--- src/rtl/mismatch_tracker_if.sv ---
// Sample/result bus for mismatch_tracker: window control, compared vectors,
// counters and the result handshake.
interface mismatch_tracker_if #(
  parameter int unsigned WIDTH = 1,
  parameter int unsigned CNT_W = 16
);
  logic             start;
  logic             stop;
  logic             sample_en;
  logic [WIDTH-1:0] ref_val;
  logic [WIDTH-1:0] dut_val;
  logic             busy;
  logic [CNT_W-1:0] samples;
  logic [CNT_W-1:0] errors;
  logic [CNT_W-1:0] first_err_idx;
  logic             first_err_valid;
  logic [WIDTH-1:0] err_mask;
  logic             res_valid;
  logic             res_ready;
  logic             pass;

  // Stimulus/consumer side.
  modport master (
    output start, stop, sample_en, ref_val, dut_val, res_ready,
    input  busy, samples, errors, first_err_idx, first_err_valid,
           err_mask, res_valid, pass
  );

  // Tracker side.
  modport slave (
    input  start, stop, sample_en, ref_val, dut_val, res_ready,
    output busy, samples, errors, first_err_idx, first_err_valid,
           err_mask, res_valid, pass
  );
endinterface

--- src/rtl/mismatch_tracker.sv ---
// mismatch_tracker: counts qualified samples and mismatches between a
// reference and an observed vector inside a start/stop window, then presents
// a held verdict through a valid/ready result handshake.
module mismatch_tracker #(
  parameter int unsigned WIDTH = 1,
  parameter int unsigned CNT_W = 16
) (
  input  logic            clk,
  input  logic            aresetn,
  mismatch_tracker_if.slave bus
);

  typedef enum logic [1:0] {
    IDLE   = 2'd0,
    RUN    = 2'd1,
    REPORT = 2'd2
  } state_t;

  state_t           state_q, state_nx;
  logic [1:0]       rst_sync_q;
  logic             rst_n;

  logic [CNT_W-1:0] samples_q, samples_nx;
  logic [CNT_W-1:0] errors_q, errors_nx;
  logic [CNT_W-1:0] first_idx_q, first_idx_nx;
  logic             first_vld_q, first_vld_nx;
  logic [WIDTH-1:0] mask_q, mask_nx;
  logic             pass_q, pass_nx;
  logic [WIDTH-1:0] diff;
  logic             mismatch;

  function automatic logic [CNT_W-1:0] sat_inc(input logic [CNT_W-1:0] v);
    return (v == '1) ? v : v + CNT_W'(1);
  endfunction

  // Reset synchroniser: assertion is immediate, release waits two clk edges
  // so every state flop leaves reset on a clean edge.
  always_ff @(posedge clk or negedge aresetn) begin
    if (!aresetn) rst_sync_q <= '0;
    else          rst_sync_q <= {rst_sync_q[0], 1'b1};
  end

  assign rst_n = rst_sync_q[1];

  // FSM state register.
  always_ff @(posedge clk or negedge rst_n) begin
    if (!rst_n) state_q <= IDLE;
    else        state_q <= state_nx;
  end

  // Next-state and next-result computation.
  always_comb begin
    state_nx     = state_q;
    samples_nx   = samples_q;
    errors_nx    = errors_q;
    first_idx_nx = first_idx_q;
    first_vld_nx = first_vld_q;
    mask_nx      = mask_q;
    pass_nx      = pass_q;
    diff         = bus.ref_val ^ bus.dut_val;
    mismatch     = bus.sample_en && (diff != '0);

    case (state_q)
      IDLE: begin
        // start wins over a simultaneous stop; stop alone does nothing.
        if (bus.start) begin
          samples_nx   = '0;
          errors_nx    = '0;
          first_idx_nx = '0;
          first_vld_nx = 1'b0;
          mask_nx      = '0;
          pass_nx      = 1'b0;
          state_nx     = RUN;
        end
      end
      RUN: begin
        if (bus.sample_en) begin
          samples_nx = sat_inc(samples_q);
          if (mismatch) begin
            errors_nx = sat_inc(errors_q);
            mask_nx   = mask_q | diff;
            // Index is the pre-increment count (saturated value if counter is full).
            if (!first_vld_q) begin
              first_idx_nx = samples_q;
              first_vld_nx = 1'b1;
            end
          end
        end
        // Verdict uses the counts including any sample taken in the stop cycle.
        if (bus.stop) begin
          pass_nx  = (errors_nx == '0) && (samples_nx != '0);
          state_nx = REPORT;
        end
      end
      REPORT: begin
        if (bus.res_ready) state_nx = IDLE;
      end
      default: state_nx = IDLE;
    endcase
  end

  // Result registers; held across REPORT and the following IDLE.
  always_ff @(posedge clk or negedge rst_n) begin
    if (!rst_n) begin
      samples_q   <= '0;
      errors_q    <= '0;
      first_idx_q <= '0;
      first_vld_q <= 1'b0;
      mask_q      <= '0;
      pass_q      <= 1'b0;
    end else begin
      samples_q   <= samples_nx;
      errors_q    <= errors_nx;
      first_idx_q <= first_idx_nx;
      first_vld_q <= first_vld_nx;
      mask_q      <= mask_nx;
      pass_q      <= pass_nx;
    end
  end

  assign bus.busy            = (state_q == RUN);
  assign bus.res_valid       = (state_q == REPORT);
  assign bus.samples         = samples_q;
  assign bus.errors          = errors_q;
  assign bus.first_err_idx   = first_idx_q;
  assign bus.first_err_valid = first_vld_q;
  assign bus.err_mask        = mask_q;
  assign bus.pass            = pass_q;

endmodule

--- src/flat_wrapper.sv ---
// flat-port wrapper written by rule: the top's interface ports become plain ports
module mismatch_tracker_flat 
#(
  parameter int unsigned WIDTH = 1,
  parameter int unsigned CNT_W = 16
)
  (clk, aresetn, bus_start, bus_stop, bus_sample_en, bus_ref_val, bus_dut_val, bus_res_ready, bus_busy, bus_samples, bus_errors, bus_first_err_idx, bus_first_err_valid, bus_err_mask, bus_res_valid, bus_pass);
  mismatch_tracker_if #(.WIDTH(WIDTH), .CNT_W(CNT_W)) bus_i ();
  input  logic clk;
  input  logic aresetn;
  input wire logic [$bits(bus_i.start)-1:0] bus_start;
  input wire logic [$bits(bus_i.stop)-1:0] bus_stop;
  input wire logic [$bits(bus_i.sample_en)-1:0] bus_sample_en;
  input wire logic [$bits(bus_i.ref_val)-1:0] bus_ref_val;
  input wire logic [$bits(bus_i.dut_val)-1:0] bus_dut_val;
  input wire logic [$bits(bus_i.res_ready)-1:0] bus_res_ready;
  output wire logic [$bits(bus_i.busy)-1:0] bus_busy;
  output wire logic [$bits(bus_i.samples)-1:0] bus_samples;
  output wire logic [$bits(bus_i.errors)-1:0] bus_errors;
  output wire logic [$bits(bus_i.first_err_idx)-1:0] bus_first_err_idx;
  output wire logic [$bits(bus_i.first_err_valid)-1:0] bus_first_err_valid;
  output wire logic [$bits(bus_i.err_mask)-1:0] bus_err_mask;
  output wire logic [$bits(bus_i.res_valid)-1:0] bus_res_valid;
  output wire logic [$bits(bus_i.pass)-1:0] bus_pass;
  assign bus_i.start = bus_start;
  assign bus_i.stop = bus_stop;
  assign bus_i.sample_en = bus_sample_en;
  assign bus_i.ref_val = bus_ref_val;
  assign bus_i.dut_val = bus_dut_val;
  assign bus_i.res_ready = bus_res_ready;
  assign bus_busy = bus_i.busy;
  assign bus_samples = bus_i.samples;
  assign bus_errors = bus_i.errors;
  assign bus_first_err_idx = bus_i.first_err_idx;
  assign bus_first_err_valid = bus_i.first_err_valid;
  assign bus_err_mask = bus_i.err_mask;
  assign bus_res_valid = bus_i.res_valid;
  assign bus_pass = bus_i.pass;
  mismatch_tracker #(.WIDTH(WIDTH), .CNT_W(CNT_W)) u_core (.clk(clk), .aresetn(aresetn), .bus(bus_i));
endmodule
--- config.mk ---
export PLATFORM = sky130hd
export DESIGN_NAME = mismatch_tracker_flat
export DESIGN_NICKNAME = d
export VERILOG_FILES = /design/src/rtl/mismatch_tracker_if.sv /design/src/rtl/mismatch_tracker.sv /design/src/flat_wrapper.sv
export SDC_FILE = /design/constraint.sdc
export NUM_CORES = 1
export LEC_CHECK = 0
export CORE_MARGIN = 8
export CORE_UTILIZATION = 45
export CTS_CLUSTER_SIZE = 25
export DETAILED_ROUTE_END_ITERATION = 10
export GPL_TIMING_DRIVEN = 0
export PLACE_DENSITY = 0.69
export SLEW_MARGIN = 15
export SYNTH_ARGS = -nofsm -noshare
export SYNTH_HDL_FRONTEND = slang
export SYNTH_SLANG_ARGS = --single-unit
--- constraint.sdc ---
create_clock -name clk -period 2.2 [get_ports clk]
set_input_delay 0.55 -clock clk [delete_from_list [all_inputs] [get_ports clk]]
set_output_delay 0.55 -clock clk [all_outputs]
set_load 0.1 [all_outputs]
* After elaboration in Yosys (flattened, before gate mapping)
Index checks and enable logic that the tools add are counted.
Word-level totals: register bits 55, latch bits 0, memory bits (writable) 0, bits in read-only memories 0, input bits 8, output and inout port bits 53, memories kept 0
Cells by class: $add $sub $neg 2, multipliers 0, div/mod/pow operators 0, order comparisons 0, equality and inequality tests 10, shifts and indexed selects 0, mux-type cells 27, bitwise logic cells 2, reduce and logical (&&, ||, !) cells 11
Operators by type and width (count):
- two-way mux 16 bit | 11
- one-hot mux 16 bit (2 select lines) | 3
- adder 16 x 1 -> 16 bit (second input constant) | 2
- == test 16 bit (second input constant) | 2
- logical NOT 16 bit | 1
- nonzero test 16 bit | 1
- inequality test 2 bit (second input constant) | 5
- two-way mux 1 bit | 6
- two-way mux 2 bit | 3
- one-hot mux 1 bit (2 select lines) | 3
- one-hot mux 2 bit (3 select lines) | 1
- AND reduction 3 bit | 2
- AND reduction 5 bit | 1
- AND reduction 4 bit | 1
- == test 2 x 1 -> 1 bit (second input constant) | 1
- == test 2 bit (second input constant) | 1
- logical AND 1 bit | 2
- logical NOT 2 bit | 1
- inequality test 2 x 1 -> 1 bit (second input constant) | 1
- AND reduction 2 bit | 1
- nonzero test 2 bit | 1
- OR 1 bit | 1
- bitwise XOR 1 bit | 1

* Depth between registers and ports, before layout
word-level depth 9, gate-level depth with buffers 9, mapped depth without buffers 8

* Worst setup path after synthesis
OpenSTA, ideal clock, no wires.
kind reg-to-reg, from register u_core.samples_q[4] (netlist: u_core.bus.samples[4]), to register u_core.pass_q (netlist: u_core.bus.pass), library setup time 0.121 ns, data arrival time 2.911 ns, data required time 2.079 ns, setup slack -0.832 ns, stages on the path, launching flop included 8, path buffers 1, period minus slack after synthesis 3.032 ns, cell sequence dfrtp_1 -> buf_4 -> nand4_2 -> nor4_4 -> nand3_2 -> mux2_4 -> or4_1 -> o22a_1
On the way: word-level cells in the longest chain between the ends 8, elaborated cells between the ends (all ways) 9, those cells by class 1 x add/sub; 1 x eq/ne; 5 x mux; 2 x reduce/logical
RTL lines:
- start, declared | RTL line mismatch_tracker.sv:23 | logic [CNT_W-1:0] samples_q, samples_nx;
- start signal, assigned | RTL line mismatch_tracker.sv:112 | samples_q <= samples_nx;
- adder 16 x 1 -> 16 bit or == test 16 bit (tied branches) | RTL line mismatch_tracker.sv:33 | return (v == '1) ? v : v + CNT_W'(1);
- two-way mux 16 bit | RTL line mismatch_tracker.sv:33
- two-way mux 16 bit (*) | RTL line mismatch_tracker.sv:77 | if (bus.sample_en) begin
- two-way mux 16 bit (*) | RTL line mismatch_tracker.sv:63 | case (state_q)
- nonzero test 16 bit (*) | RTL line mismatch_tracker.sv:91 | pass_nx = (errors_nx == '0) && (samples_nx != '0);
- logical AND 1 bit (*) | RTL line mismatch_tracker.sv:91
- two-way mux 1 bit (*) | RTL line mismatch_tracker.sv:90 | if (bus.stop) begin
- one-hot mux 1 bit (2 select lines) (*) | RTL line mismatch_tracker.sv:63
- end signal, assigned | RTL line mismatch_tracker.sv:117 | pass_q <= pass_nx;
- end, declared | RTL line mismatch_tracker.sv:28 | logic pass_q, pass_nx;
Every way passes the cells marked *; elsewhere a longest branch is shown, timed or not. The select of a mux whose other input is x is not followed. A chain may end at the register's enable or synchronous reset.

* Final worst setup path
from register u_core.errors_q[2] (netlist: u_core.bus.errors[2]), to register u_core.pass_q (netlist: u_core.bus.pass)
On the way: word-level cells in the longest chain between the ends 9, elaborated cells between the ends (all ways) 10, those cells by class 1 x add/sub; 1 x eq/ne; 6 x mux; 2 x reduce/logical
RTL lines:
- start, declared | RTL line mismatch_tracker.sv:24 | logic [CNT_W-1:0] errors_q, errors_nx;
- start signal, assigned | RTL line mismatch_tracker.sv:113 | errors_q <= errors_nx;
- adder 16 x 1 -> 16 bit or == test 16 bit (tied branches) | RTL line mismatch_tracker.sv:33
- two-way mux 16 bit | RTL line mismatch_tracker.sv:33
- two-way mux 16 bit | RTL line mismatch_tracker.sv:79 | if (mismatch) begin
- two-way mux 16 bit (*) | RTL line mismatch_tracker.sv:77
- two-way mux 16 bit (*) | RTL line mismatch_tracker.sv:63
- logical NOT 16 bit (*) | RTL line mismatch_tracker.sv:91
- logical AND 1 bit (*) | RTL line mismatch_tracker.sv:91
- two-way mux 1 bit (*) | RTL line mismatch_tracker.sv:90
- one-hot mux 1 bit (2 select lines) (*) | RTL line mismatch_tracker.sv:63
Marked as above.

==> results by group <==
Placed design
  – Port Buffers: 59
  – Dpl ws: -1.38 ns
  – Placer Congestion: 0.930
  – Placed cell areas: between 4000 and 5000 um^2
  – Detail Placement HPWL: around 7000 um
  – Placed Instances: about 540

Synthesis
  – Synthesized area: around 3300 um^2
  – Cell taking the most area after synthesis: dfrtp_1
  – Syn Area/Cell: slightly below 9 um^2
  – Yosys warnings: 0
  – Commonest cells in the synthesized netlist: dfrtp_1 (55), nand2_1 (45), o21ai_0 (45), clkbuf_1 (19), a22o_1 (18)
  – Number of distinct library cells after synthesis: 62
  – Dominant cell by count in the synthesized netlist: dfrtp_1
  – Mapped Cells: ~380
  – Register bit total from synthesis: 55
  – Post-Syn Nets: about 400
  – Synth async-reset ratio: 1.00
  – EDFF count, synth: 0
  – Most frequently used flop master after synthesis: dfrtp_1
  – Top cells by area, synth: dfrtp_1 (41%), o21ai_0 (6.8%), nand2_1 (5.1%), a22o_1 (4.7%), nand4_1 (2.6%)
  – Yosys top cell area share: 0.413
  – Sequential share of the synthesized area: 0.413

Pwr
  – LEAKAGE: roughly 2.0 nW
  – PD cells: between 800 and 900 nW/um^2
  – Maximum VDD drop: 660 uV

Layout
  – Synthesis-to-finish area growth: 35.3%
  – Post-route cell area: approximately 4500 um^2
  – Layout Cells excl Fill: ~570
  – Layout Nets: 475
  – Fraction of layout cells with a size suffix above 1: 0.285
  – Util after Layout: 0.625
  – Diode count: 0

GRT
  – Tot GR Track Use: 0.197
  – Vias in the first global route: between 3000 and 4000
  – First-pass GRT wire length: ~17000 um
  – Initial antenna violation count: 0
  – Remaining Overflow, GRT: 0
  – Largest net degree at the start of global routing: 33

Timing
  – Min Hold Slack: ~0.25 ns
  – Period utilization: 1.10
  – Hold Vio Cnt, Final: 0
  – Max-Slew Margin vs Limit: 0.354
  – Final Max Slew Viols: 0
  – Setup slack after layout: -0.227 ns
  – Actual slew at the worst max-slew pin: approximately 1 ns
  – RSZ-0062 raised after global routing: true
  – # setup viols final: 1
  – Layout Skew: roughly 0.0063 ns
  – Peak Freq: between 0.4 and 0.5 GHz
  – Final min period: approximately 2.4 ns

Floorplanning
  – Row count: 31
  – Core ar.: 7210 um^2
  – Die Y: between 100 and 150 um
  – Starting Density: 0.462
  – I/O pins: 61
  – Die ar.: 10400 um^2
  – Die W: 102 um

CTS
  – TritonCTS clock tree: yes
  – Root buffer cell: clkbuf_8
  – Clock buffer depth: 2
  – CTS buffer count: 5
  – Clock latency on the worst-skew pair: between 0.3 and 0.4 ns
  – Sink Count: between 50 and 60
  – H-tree Lvls: 2
  – Hold buffers post-CTS: 0
  – Clock Pin Slew Worst Setup and Hold Paths: ~0.09 ns

Critical path
  – Worst setup SP type: flip-flop
  – Critical path's top delay family: compound AO/OA/AOI/OAI gates
  – Worst-path cell chain: buf_6, nand4_1, buf_4, nor4_4, mux2i_1, o2111ai_1, a2111o_1, a2111oi_4, o22a_1
  – CP arrival: approximately 2.7 ns
  – Crit path kind: reg2reg
  – Critical path's largest stage delay: between 0.4 and 0.5 ns
  – CP bufs+invs: 2
  – R2R setup slack: -0.23 ns
  – WP data required: between 2 and 2.5 ns
  – Worst r2r path cells: 9
  – Crit-path slowest cell: a2111o_1
  – Peak fanout along the critical path: 10
  – Critical path capture point type: flip-flop
  – R2r endpoint: u_core.bus.pass
  – RR Startpoint: u_core.bus.errors[2]

Detailed routing
  – Drt via density: 5.97
  – Number of remaining DRC errors: 0
  – Routed WL: a little over 10000 um
  – 1st-iter DRT viols: 193
  – Vias: roughly 3400
  – Antenna Nets Post-Route: 0
  – DRT Pass-1 Iters: 4
  – WL/cell: around 18 um

Hold path
  – Hold Crit Class: reg2async

Run status
  – Failing checks: setup timing
  – Status: finished with violations

Run
  – Max Cap Viol: 0
cells in the final DEF, fill, tap and decap left out, drive strengths merged, types with 10 or more instances in the layout:
master / netlist / routed
clkbuf: 21 / 33
a22o: 18 / 18
nand2: 46 / 46
dlygate4sd2: 0 / 36
a21oi: 17 / 17
nand3: 17 / 17
nor2: 18 / 18
o31ai: 10 / 10
nand4: 15 / 15
buf: 11 / 39
dfrtp: 55 / 55
o21ai: 45 / 45
per-stage QoR:
step                total power, mW  TNS [ns]
detailed placement             3.00    -18.10
finish                         3.76    -0.227
CTS                            3.64    -0.353
floorplan                      2.48    -0.512
global route                   3.94    -0.348
global placement               2.98    -27.15
metal layers:
layer / part of all wire / wire length [um] / up-vias / global-route usage
met5: 0 / 0 / - / 0
met4: 0.029 / 290 / 0 / 0.0734
met3: 0.065 / 664 / 27 / 0.0436
met2: 0.49 / 5000 / 121 / 0.349
met1: 0.41 / 4200 / 1646 / 0.225
li1: - / - / 1579 / -
logic make-up after synthesis:
group           count (synthesis)  share of synthesized area
mux                             5                     0.0165
fa+ha+maj                       2                    0.00751
xor+xnor                       10                     0.0263
other cells                     1                    0.00113
flops                          55                      0.413
compound gates                125                      0.253
buf+inv                        37                     0.0484
simple gates                  144                      0.234
repair_timing:
| action | in CTS | in global routing |
|---|---|---|
| buffers inserted | 10 | 11 |
| pin swaps | 10 | 12 |
| endpoints found under the hold margin | 0 | 0 |
| endpoints found under the setup margin | 82 | 26 |
| gates resized for setup | 99 | 38 |
how the worst max path moves through the flow:
stage / from / endpoint / slack, ns / depth (start not counted)
finish: u_core.bus.errors[2] / u_core.bus.pass / -0.23 / 9
global route: u_core.bus.errors[2] / u_core.bus.pass / -0.29 / 9
CTS: u_core.bus.samples[8] / u_core.bus.pass / -0.20 / 8
detailed placement: u_core.state_q[1] / bus_busy / -1.38 / 7
global placement: u_core.state_q[1] / bus_busy / -1.40 / 7
floorplan: u_core.bus.samples[4] / u_core.bus.pass / -0.50 / 7
state kept, by name, summed over array words and instances, names as in the netlist:
name,count
u_core.bus.errors,16
u_core.bus.pass,1
u_core.state_q,2
u_core.rst_sync_q,2
u_core.bus.first_err_valid,1
u_core.bus.err_mask,1
u_core.bus.first_err_idx,16
u_core.bus.samples,16
worst register-to-register path: cells and delay by family (launching register included):
family | cells | cell delay, ns
flops | 1 | 0.39
buf+inv | 2 | 0.31
mux | 1 | 0.23
compound gates | 4 | 0.98
simple gates | 2 | 0.45
area by class of cell:
cell class | count | area [um^2]
plain buffers | 30 | 196
clock buffers | 8 | 100
fillers | 645 | 2710
inverters | 5 | 18.8
multi-input cells | 287 | 1970
flip-flops and latches | 55 | 1420
well taps | 99 | 124
repair buffers | 81 | 681
power breakdown:
group / switching, mW / total [mW] / internal (mW) / leakage, nW
clock network: 0.317 / 0.605 / 0.288 / 0.0515
registers: 0.117 / 1.21 / 1.10 / 0.700
logic: 1.39 / 1.94 / 0.547 / 1.26
Note: power is estimated with default switching activity, not from simulation.
